==> config.mk <==
export PLATFORM = sky130hd
export DESIGN_NAME = cg_iteration_sequencer_flat
export DESIGN_NICKNAME = d
export VERILOG_FILES = /design/src/rtl/cg_iteration_sequencer_if.sv /design/src/rtl/cg_iteration_sequencer.sv /design/src/flat_wrapper.sv
export SDC_FILE = /design/constraint.sdc
export NUM_CORES = 1
export LEC_CHECK = 0
export BUFFER_PORTS_ARGS = -buffer_cell sky130_fd_sc_hd__buf_2
export CORE_MARGIN = 5
export CORE_UTILIZATION = 35
export DETAILED_ROUTE_END_ITERATION = 10
export GPL_ROUTABILITY_DRIVEN = 0
export PLACE_DENSITY = 0.57
export SLEW_MARGIN = 20
export SYNTH_ARGS = -nofsm -noshare
export SYNTH_HDL_FRONTEND = slang
export SYNTH_SLANG_ARGS = --single-unit
==> constraint.sdc <==
create_clock -name clk -period 6.6 [get_ports clk]
set_input_delay 0.66 -clock clk [delete_from_list [all_inputs] [get_ports clk]]
set_output_delay 0.66 -clock clk [all_outputs]
set_load 0.02 [all_outputs]
==> src/rtl/cg_iteration_sequencer_if.sv <==
// Handshake bundle between the CG datapath and its iteration sequencer.
// master = datapath/driver side, slave = sequencer side.
interface cg_iteration_sequencer_if #(
    parameter int element_width = 32
);
    logic                     go;
    logic                     rsnew_valid;
    logic [element_width-1:0] rsnew;
    logic                     mul_add3_finish;
    logic                     reset_vXv1;
    logic                     reset_mXv1;
    logic                     busy;
    logic                     finish_all;
    logic                     converged;
    logic                     limit_hit;
    logic                     nan_err;
    logic [31:0]              iteration_count;
    logic [element_width-1:0] rsnew_last;

    modport master (
        output go, rsnew_valid, rsnew, mul_add3_finish,
        input  reset_vXv1, reset_mXv1, busy, finish_all,
        input  converged, limit_hit, nan_err,
        input  iteration_count, rsnew_last
    );

    modport slave (
        input  go, rsnew_valid, rsnew, mul_add3_finish,
        output reset_vXv1, reset_mXv1, busy, finish_all,
        output converged, limit_hit, nan_err,
        output iteration_count, rsnew_last
    );
endinterface

==> src/rtl/cg_iteration_sequencer.sv <==
// Conjugate-gradient iteration controller: releases datapath resets, checks r.r.
// Optional iteration limit compiled in with CG_ITER_LIMIT_EN.
module cg_iteration_sequencer #(
    parameter int          element_width  = 32,
    parameter logic [31:0] tolerance      = 32'h283424DC,
    parameter int          max_iterations = 1000,
    parameter int          restart_gap    = 2
) (
    input  logic                  clk,
    input  logic                  reset,
    cg_iteration_sequencer_if.slave bus
);

    typedef enum logic [2:0] {
        S_IDLE,
        S_RUN,
        S_CHECK,
        S_GAP,
        S_DONE
    } state_t;

    state_t                   state_q, state_d;
    logic                     rst_dp_q, rst_dp_d;
    logic                     busy_q, busy_d;
    logic                     finish_q, finish_d;
    logic                     conv_q, conv_d;
    logic                     limit_q, limit_d;
    logic                     nan_q, nan_d;
    logic                     got_r_q, got_r_d;
    logic                     got_p_q, got_p_d;
    logic [31:0]              iter_q, iter_d;
    logic [15:0]              gap_q, gap_d;
    logic [element_width-1:0] last_q, last_d;

    logic [31:0] count_inc;
    logic [30:0] mag;
    logic        non_finite;
    logic        within_tol;
    logic        lim_reached;
    logic        r_done;
    logic        p_done;

    assign count_inc  = iter_q + 32'd1;
    assign mag        = last_q[30:0];
    assign non_finite = (last_q[30:23] == 8'hFF);
    assign within_tol = (mag <= tolerance[30:0]);
    assign r_done     = got_r_q | bus.rsnew_valid;
    assign p_done     = got_p_q | bus.mul_add3_finish;

`ifdef CG_ITER_LIMIT_EN
    assign lim_reached = (count_inc == 32'(max_iterations));
`else
    localparam int unused_max_iterations = max_iterations;
    assign lim_reached = 1'b0;
`endif

    always_comb begin
        state_d  = state_q;
        rst_dp_d = rst_dp_q;
        busy_d   = busy_q;
        finish_d = finish_q;
        conv_d   = conv_q;
        limit_d  = limit_q;
        nan_d    = nan_q;
        got_r_d  = got_r_q;
        got_p_d  = got_p_q;
        iter_d   = iter_q;
        gap_d    = gap_q;
        last_d   = last_q;

        unique case (state_q)
            S_IDLE, S_DONE: begin
                if (bus.go) begin
                    state_d  = S_RUN;
                    rst_dp_d = 1'b0;
                    busy_d   = 1'b1;
                    finish_d = 1'b0;
                    conv_d   = 1'b0;
                    limit_d  = 1'b0;
                    nan_d    = 1'b0;
                    got_r_d  = 1'b0;
                    got_p_d  = 1'b0;
                    iter_d   = '0;
                end
            end
            S_RUN: begin
                // only the first residual of an iteration is kept
                if (bus.rsnew_valid && !got_r_q) begin
                    last_d  = bus.rsnew;
                    got_r_d = 1'b1;
                end
                if (bus.mul_add3_finish) begin
                    got_p_d = 1'b1;
                end
                if (r_done && p_done) begin
                    state_d = S_CHECK;
                end
            end
            S_CHECK: begin
                iter_d = count_inc;
                if (non_finite || within_tol || lim_reached) begin
                    state_d  = S_DONE;
                    rst_dp_d = 1'b1;
                    busy_d   = 1'b0;
                    finish_d = 1'b1;
                    if (non_finite) begin
                        nan_d = 1'b1;
                    end else if (within_tol) begin
                        conv_d = 1'b1;
                    end else begin
                        limit_d = 1'b1;
                    end
                end else begin
                    state_d  = S_GAP;
                    rst_dp_d = 1'b1;
                    gap_d    = 16'(restart_gap - 1);
                end
            end
            S_GAP: begin
                if (gap_q == '0) begin
                    state_d  = S_RUN;
                    rst_dp_d = 1'b0;
                    got_r_d  = 1'b0;
                    got_p_d  = 1'b0;
                end else begin
                    gap_d = gap_q - 16'd1;
                end
            end
            default: begin
                state_d = S_IDLE;
            end
        endcase
    end

    always_ff @(posedge clk) begin
        if (reset) begin
            state_q  <= S_IDLE;
            rst_dp_q <= 1'b1;
            busy_q   <= 1'b0;
            finish_q <= 1'b0;
            conv_q   <= 1'b0;
            limit_q  <= 1'b0;
            nan_q    <= 1'b0;
            got_r_q  <= 1'b0;
            got_p_q  <= 1'b0;
            iter_q   <= '0;
            gap_q    <= '0;
            last_q   <= '0;
        end else begin
            state_q  <= state_d;
            rst_dp_q <= rst_dp_d;
            busy_q   <= busy_d;
            finish_q <= finish_d;
            conv_q   <= conv_d;
            limit_q  <= limit_d;
            nan_q    <= nan_d;
            got_r_q  <= got_r_d;
            got_p_q  <= got_p_d;
            iter_q   <= iter_d;
            gap_q    <= gap_d;
            last_q   <= last_d;
        end
    end

    assign bus.reset_vXv1      = rst_dp_q;
    assign bus.reset_mXv1      = rst_dp_q;
    assign bus.busy            = busy_q;
    assign bus.finish_all      = finish_q;
    assign bus.converged       = conv_q;
    assign bus.limit_hit       = limit_q;
    assign bus.nan_err         = nan_q;
    assign bus.iteration_count = iter_q;
    assign bus.rsnew_last      = last_q;

endmodule

==> src/flat_wrapper.sv <==
// flat-port wrapper written by rule: the top's interface ports become plain ports
module cg_iteration_sequencer_flat 
#(
    parameter int          element_width  = 32,
    parameter logic [31:0] tolerance      = 32'h283424DC,
    parameter int          max_iterations = 1000,
    parameter int          restart_gap    = 2
)
  (clk, reset, bus_go, bus_rsnew_valid, bus_rsnew, bus_mul_add3_finish, bus_reset_vXv1, bus_reset_mXv1, bus_busy, bus_finish_all, bus_converged, bus_limit_hit, bus_nan_err, bus_iteration_count, bus_rsnew_last);
  cg_iteration_sequencer_if #(.element_width(element_width)) bus_i ();
  input  logic clk;
  input  logic reset;
  input wire logic [$bits(bus_i.go)-1:0] bus_go;
  input wire logic [$bits(bus_i.rsnew_valid)-1:0] bus_rsnew_valid;
  input wire logic [$bits(bus_i.rsnew)-1:0] bus_rsnew;
  input wire logic [$bits(bus_i.mul_add3_finish)-1:0] bus_mul_add3_finish;
  output wire logic [$bits(bus_i.reset_vXv1)-1:0] bus_reset_vXv1;
  output wire logic [$bits(bus_i.reset_mXv1)-1:0] bus_reset_mXv1;
  output wire logic [$bits(bus_i.busy)-1:0] bus_busy;
  output wire logic [$bits(bus_i.finish_all)-1:0] bus_finish_all;
  output wire logic [$bits(bus_i.converged)-1:0] bus_converged;
  output wire logic [$bits(bus_i.limit_hit)-1:0] bus_limit_hit;
  output wire logic [$bits(bus_i.nan_err)-1:0] bus_nan_err;
  output wire logic [$bits(bus_i.iteration_count)-1:0] bus_iteration_count;
  output wire logic [$bits(bus_i.rsnew_last)-1:0] bus_rsnew_last;
  assign bus_i.go = bus_go;
  assign bus_i.rsnew_valid = bus_rsnew_valid;
  assign bus_i.rsnew = bus_rsnew;
  assign bus_i.mul_add3_finish = bus_mul_add3_finish;
  assign bus_reset_vXv1 = bus_i.reset_vXv1;
  assign bus_reset_mXv1 = bus_i.reset_mXv1;
  assign bus_busy = bus_i.busy;
  assign bus_finish_all = bus_i.finish_all;
  assign bus_converged = bus_i.converged;
  assign bus_limit_hit = bus_i.limit_hit;
  assign bus_nan_err = bus_i.nan_err;
  assign bus_iteration_count = bus_i.iteration_count;
  assign bus_rsnew_last = bus_i.rsnew_last;
  cg_iteration_sequencer #(.element_width(element_width), .tolerance(tolerance), .max_iterations(max_iterations), .restart_gap(restart_gap)) u_core (.clk(clk), .reset(reset), .bus(bus_i));
endmodule
==> impl_metrics.ini, run 1 <==
[status]
status = completed

[cells_and_area]
diodes = 0
nNetsFinal = 670
ff_latch_area_um2 = 1820
multiInputGateArea_um2 = 2330
final_layout_size_suffix_gt1_frac = 0.223
fillers = 1217
synthToLayoutAreaGrowth_pct = 21.1

[pwr]
power_leakage_nw = 2.08
peakVddDrop_v = 0.000107
pwr_density_cell_nw_per_um2 = 221
finalPower_mw = 1.16

[timing]
clock-skew-final_ns = 0.00870
fin_ws_ns = 3.84
slew_violations = 0
hold_viol = 0
min_period_ns = 2.76
relSlewSlack = 0.332
max_freq_mhz = 363
setup_viol = 0
tns_ns = 0
period_share = 0.418
worst_pin_slew_ns = 0.999
rsz0062_at_grt = false

[clock_network]
clk_latency_ns = 0.35
ctsResizeCount = 0
clk_pin_slew_ns = 0.07
hold_buffers = 0
htree_num_levels = 3
cts_made_buffers = 9
cts_buffer_depth = 2
post_cts_buffers = 0
cts_tree = done
clock-root-buffer = clkbuf_16
clock-sinks = 91

[place]
pre_cts_ws_ns = 3.72
io_buffers = 107
hpwlAfterDp_mm = 8.33

[critical_path]
crit_type = register to register
cp.arrival_ns = 2.96
crit_fanout = 17
critPathRequiredTime_ns = 6.80
crit_path_start_kind = register
cp-end-kind = register

[min_path]
hold_class = register to register

[global_routing]
grt_pass1_vias = 4056
grt_pass1_wl_mm = 19.7
grt_max_degree = 84
antenna_found_initial = 0
overflow = 0
grtUsageTotal = 0.165

[logic_synthesis]
synth_edf_count = 0
synth_area_per_cell_um2 = 7.94
synth-seq-cells = 91
synth_most_common_cell = nand2_1
synth_ff_type = dfxtp_1
yosysTopAreaCell = dfxtp_1
synth.distinct_cells = 59
async_flop_share = 0
synth_area_um2 = 4330
synthTopCellsByArea = dfxtp_1 42%, nand2_1 8.7%, a21oi_1 7.2%
synthesis.nets = 584
yosysTopAreaCellShare = 0.421
ys_top_cells_by_count = 100 x nand2_1, 91 x dfxtp_1, 62 x a21oi_1
synth.yosys.warnings = 0
yosysSeqAreaShare = 0.421
syn_inst = 545

[floorplanning]
row_count = 40
coreArea_um2 = 12100
dieArea_um2 = 14700
io_pins = 108
die_w_um = 121
start_util = 0.359
die_height_um = 121

[route]
first_pass_iters = 5
viasPerCell = 5.33
wl_per_cell_um = 15.0
ant_nets = 0
dr_total_vias = 4286
drc = 0
drt_iter0_drc = 165
drt-total-wl_mm = 12.1

[flow_run]
max_cap_viol_count = 0
metal layers:
layer	vias up	GRT usage	part of all wire
met2	95	0.253	0.45
li1	2168	-	-
met1	2009	0.215	0.47
met4	0	0.0574	0.015
met5	-	0	0
met3	14	0.0559	0.067
sequential cells by signal, indices dropped and copies added, names as in the netlist:
name                        count
u_core.bus.iteration_count     32
u_core.bus.rsnew_last          32
u_core.gap_q                   16
u_core.state_q                  3
u_core.bus.busy                 1
u_core.bus.converged            1
u_core.bus.finish_all           1
u_core.bus.limit_hit            1
u_core.bus.nan_err              1
u_core.bus.reset_mXv1           1
u_core.got_p_q                  1
u_core.got_r_q                  1
per-stage QoR:
stage,hold slack (ns),cell area (um2),util,instances
after CTS,0.464,5240,0.435,804
after global routing,0.480,5240,0.435,804
after floorplan,0.472,4330,-,545
after global placement,0.435,4950,0.410,787
final,0.465,5240,0.435,804
after detailed placement,0.449,4960,0.411,788
report_power, final:
part | total, mW | internal [mW] | switching [mW]
clock network | 0.490 | 0.267 | 0.223
logic | 0.0945 | 0.0306 | 0.0639
registers | 0.573 | 0.561 | 0.0116
critical path, stage by stage, from the launching register on:
cell and delay (ns):
dfxtp_1 0.34, or4b_1 0.51, or4_1 0.45, a311o_1 0.41
a211oi_4 0.72, o21ai_0 0.19
kinds of logic (layout without fill, tap and decap cells):
| group | Yosys count | in the layout | synth area share |
|---|---|---|---|
| compound gates | 137 | 137 | 0.200 |
| fa+ha+maj | 2 | 2 | 0.00578 |
| buf+inv | 44 | 135 | 0.0410 |
| flops | 91 | 91 | 0.421 |
| mux | 10 | 10 | 0.0257 |
| simple gates | 261 | 261 | 0.307 |
worst paths after layout:
kind	endpoint	slack, ns	cells past startpoint	start
max	u_core.bus.finish_all	3.84	5	u_core.bus.rsnew_last[15]
min reg2reg	u_core.bus.rsnew_last[31]	0.47	2	u_core.bus.rsnew_last[31]
max reg2reg	u_core.bus.finish_all	3.84	5	u_core.bus.rsnew_last[15]
min	u_core.bus.rsnew_last[31]	0.47	2	u_core.bus.rsnew_last[31]
cells in the final DEF (no fill, tap or decap), types with 3 or more instances in the layout:
cell type    n
nand3b_1     4
o22ai_1      8
nand4_1     12
nand2b_1     5
and3_1      15
nand4b_1     3
nand2_1    100
clkbuf_16    9
nor4_1       7
and2_1       3
and4_1       6
dfxtp_1     91
nor2_1      37
o311ai_0     4
inv_1        9
buf_2      107
a22oi_1      3
o31ai_1      3
o211ai_1     6
nor3_1      12
mux2_2       9
o21ai_0     16
a31oi_1      4
nand3_1     29
or3_1        5
nor4b_1      5
o21a_1       3
a21oi_1     62
or4_1        8
a211oi_1     4
cell type report:
class | count | share of cell area
well taps | 168 | 0.0401
flip-flops and latches | 91 | 0.347
clock inverters | 5 | 0.00716
multi-input cells | 410 | 0.445
inverters | 9 | 0.00644
repair buffers | 110 | 0.108
clock buffers | 11 | 0.0463
Note: power is estimated with default switching activity, not from simulation.
==> run 2, diff against run 1 <==
- ABC_AREA: unset -> 1
- PLACE_DENSITY: 0.57 -> 0.59
- clock period: 6.6 -> 2.2 ns (I/O delays scaled with it)
==> run 2 against run 1 <==
  * Flip-flop and latch count did not move
  * Worst hold slack got worse by 0.37 ns
  * Utilization fell by 0.24 points
  * Fmax rose by 49%
  * Combinational power rose to 19 times the previous value
  * Critical endpoint is now u_core.state_q[0]
  * Largest cell class unchanged
==> impl_metrics.ini, run 2 <==
[status]
status = completed

[route]
drt-total-wl_mm = 13.2
wl_per_cell_um = 13.3
drt_iter0_drc = 284
ant_nets = 0
first_pass_iters = 5
drc = 0
dr_total_vias = 4763
viasPerCell = 4.78

[floorplanning]
start_util = 0.358
die_height_um = 126
dieArea_um2 = 16000
io_pins = 108
die_w_um = 126
coreArea_um2 = 13200
row_count = 42

[logic_synthesis]
synth_edf_count = 0
synth.yosys.warnings = 0
synth-compound-area-share = 0.134
synthesis.nets = 751
synth_ff_type = dfxtp_1
synth_top_family_by_area = simple AND/OR/NAND/NOR gates
syn_inst = 712
ys_top_cells_by_count = 131 x nand2_1, 125 x nor2_1, 91 x dfxtp_1
synth_most_common_cell = nand2_1
synth-simple-area-share = 0.368
async_flop_share = 0
synth-seq-cells = 91
synth_fa_ha_area_frac = 0.00528
synthTopCellsByArea = dfxtp_1 38%, nand2_1 10%, nor2_1 9.9%
synth_xor_xnor_area_share = 0.0129
synth_area_um2 = 4740
synthMuxAreaShare = 0
synth_area_per_cell_um2 = 6.66
yosysSeqAreaShare = 0.384
synth.distinct_cells = 39
yosysTopAreaCell = dfxtp_1
yosysTopAreaCellShare = 0.384

[critical_path]
crit_type = register to register
critPathRequiredTime_ns = 2.46
crit_fanout = 5
cp.arrival_ns = 2.11
crit_path_start_kind = register
cp-end-kind = register

[cells_and_area]
final_util = 0.432
final_layout_size_suffix_gt1_frac = 0.217
fillers = 1464
layout_commonest_cell = nand2_1
diodes = 0
final_cell_mix = 131 x nand2_1, 125 x nor2_1, 107 x buf_2, 91 x dfxtp_1, 79 x inv_1
synthToLayoutAreaGrowth_pct = 20.7
nNetsFinal = 856

[place]
hpwlAfterDp_mm = 9.70
pre_cts_ws_ns = 0.346
io_buffers = 107

[min_path]
hold_class = input pin to register

[clock_network]
cts_tree = done
cts_buffer_depth = 2
clock-root-buffer = clkbuf_16
clk_pin_slew_ns = 0.06
clk_latency_ns = 0.35
clock-sinks = 91
cts_made_buffers = 9
htree_num_levels = 3
ctsResizeCount = 0
post_cts_buffers = 0
hold_buffers = 0

[pwr]
p_sw_frac = 0.389
combPwrFrac = 0.343
p_seq_frac = 0.392
internal_power_mw = 3.19
power.switching_mw = 2.03
power_leakage_nw = 2.64
pwr_density_cell_nw_per_um2 = 912
peakVddDrop_v = 0.000568
pwr-share-clk = 0.265

[global_routing]
grt_max_degree = 48
grt_pass1_wl_mm = 21.8
grtUsageTotal = 0.165
overflow = 0
antenna_found_initial = 0
grt_pass1_vias = 4344

[timing]
relSlewSlack = 0.533
hold_viol = 0
clock-skew-final_ns = 0.00877
tns_ns = 0
rsz0062_at_grt = false
setup_viol = 0
period_share = 0.840
fin_ws_ns = 0.351
max_freq_mhz = 541
worst_pin_slew_ns = 0.699
slew_violations = 0
min_period_ns = 1.85

[flow_run]
max_cap_viol_count = 0
[run 2: metrics by stage]
step | cells | cell area, um2 | total power, mW | hold slack [ns]
after floorplan | 712 | 4740 | 3.32 | 0.355
after global placement | 982 | 5470 | 3.88 | 0.430
after detailed placement | 982 | 5470 | 3.88 | 0.431
after CTS | 996 | 5720 | 5.29 | 0.0884
after global routing | 996 | 5720 | 5.58 | 0.101
final | 996 | 5720 | 5.22 | 0.0996
[run 2: area by class of cell]
class                           count  area (um2)  area share
Timing Repair Buffer              121         641       0.112
Clock inverter                      3        17.5     0.00306
Sequential cell                    91        1820       0.318
Tap cell                          176         220      0.0385
Clock buffer                       11         233      0.0407
Multi-Input combinational cell    508        2470       0.431
Inverter                           86         323      0.0564
[run 2: path summary, 6_finish.rpt]
path                                           start                  endpoint  slack [ns]  cells past startpoint
worst min-delay path                    bus_rsnew[7]  u_core.bus.rsnew_last[7]         0.1                      3
worst max register to register       u_core.gap_q[0]         u_core.state_q[0]        0.35                     10
worst max-delay path                 u_core.gap_q[0]         u_core.state_q[0]        0.35                     10
worst min register to register  u_core.bus.limit_hit      u_core.bus.limit_hit        0.44                      2
[run 2: worst max-delay path, stage by stage, from the launching register on]
cell	delay [ns]
dfxtp_1	0.31
inv_1	0.09
ha_1	0.19
nand3_1	0.16
nor2_1	0.22
nand3_1	0.12
nand2_1	0.20
nand2_1	0.13
nor2_1	0.14
nand2_1	0.07
a21oi_1	0.15
[run 2: power by group through the flow]
| stage | sequential, mW | clock [mW] | combinational (mW) |
|---|---|---|---|
| after floorplan | 2.29 | 0 | 1.03 |
| after global placement | 2.08 | 0 | 1.80 |
| after detailed placement | 2.08 | 0 | 1.80 |
| after CTS | 2.05 | 1.44 | 1.81 |
| after global routing | 2.08 | 1.50 | 2.00 |
| final | 2.05 | 1.38 | 1.79 |
[run 2: kinds of logic (layout without fill, tap and decap cells)]
| logic type | count (synthesis) | in the layout |
|---|---|---|
| AO/OA/AOI/OAI | 119 | 119 |
| XOR/XNOR | 7 | 7 |
| adder cells (fa/ha/maj) | 2 | 2 |
| buffers and inverters | 113 | 221 |
| flip-flops | 91 | 91 |
| AND/OR/NAND/NOR | 380 | 380 |
[run 2: layer usage]
| layer | global-route usage | wire length (um) | share of wire |
|---|---|---|---|
| met3 | 0.0412 | 683 | 0.052 |
| met1 | 0.218 | 6240 | 0.47 |
| met2 | 0.268 | 6150 | 0.46 |
| met5 | 0 | 0 | 0 |
| met4 | 0.0473 | 154 | 0.012 |
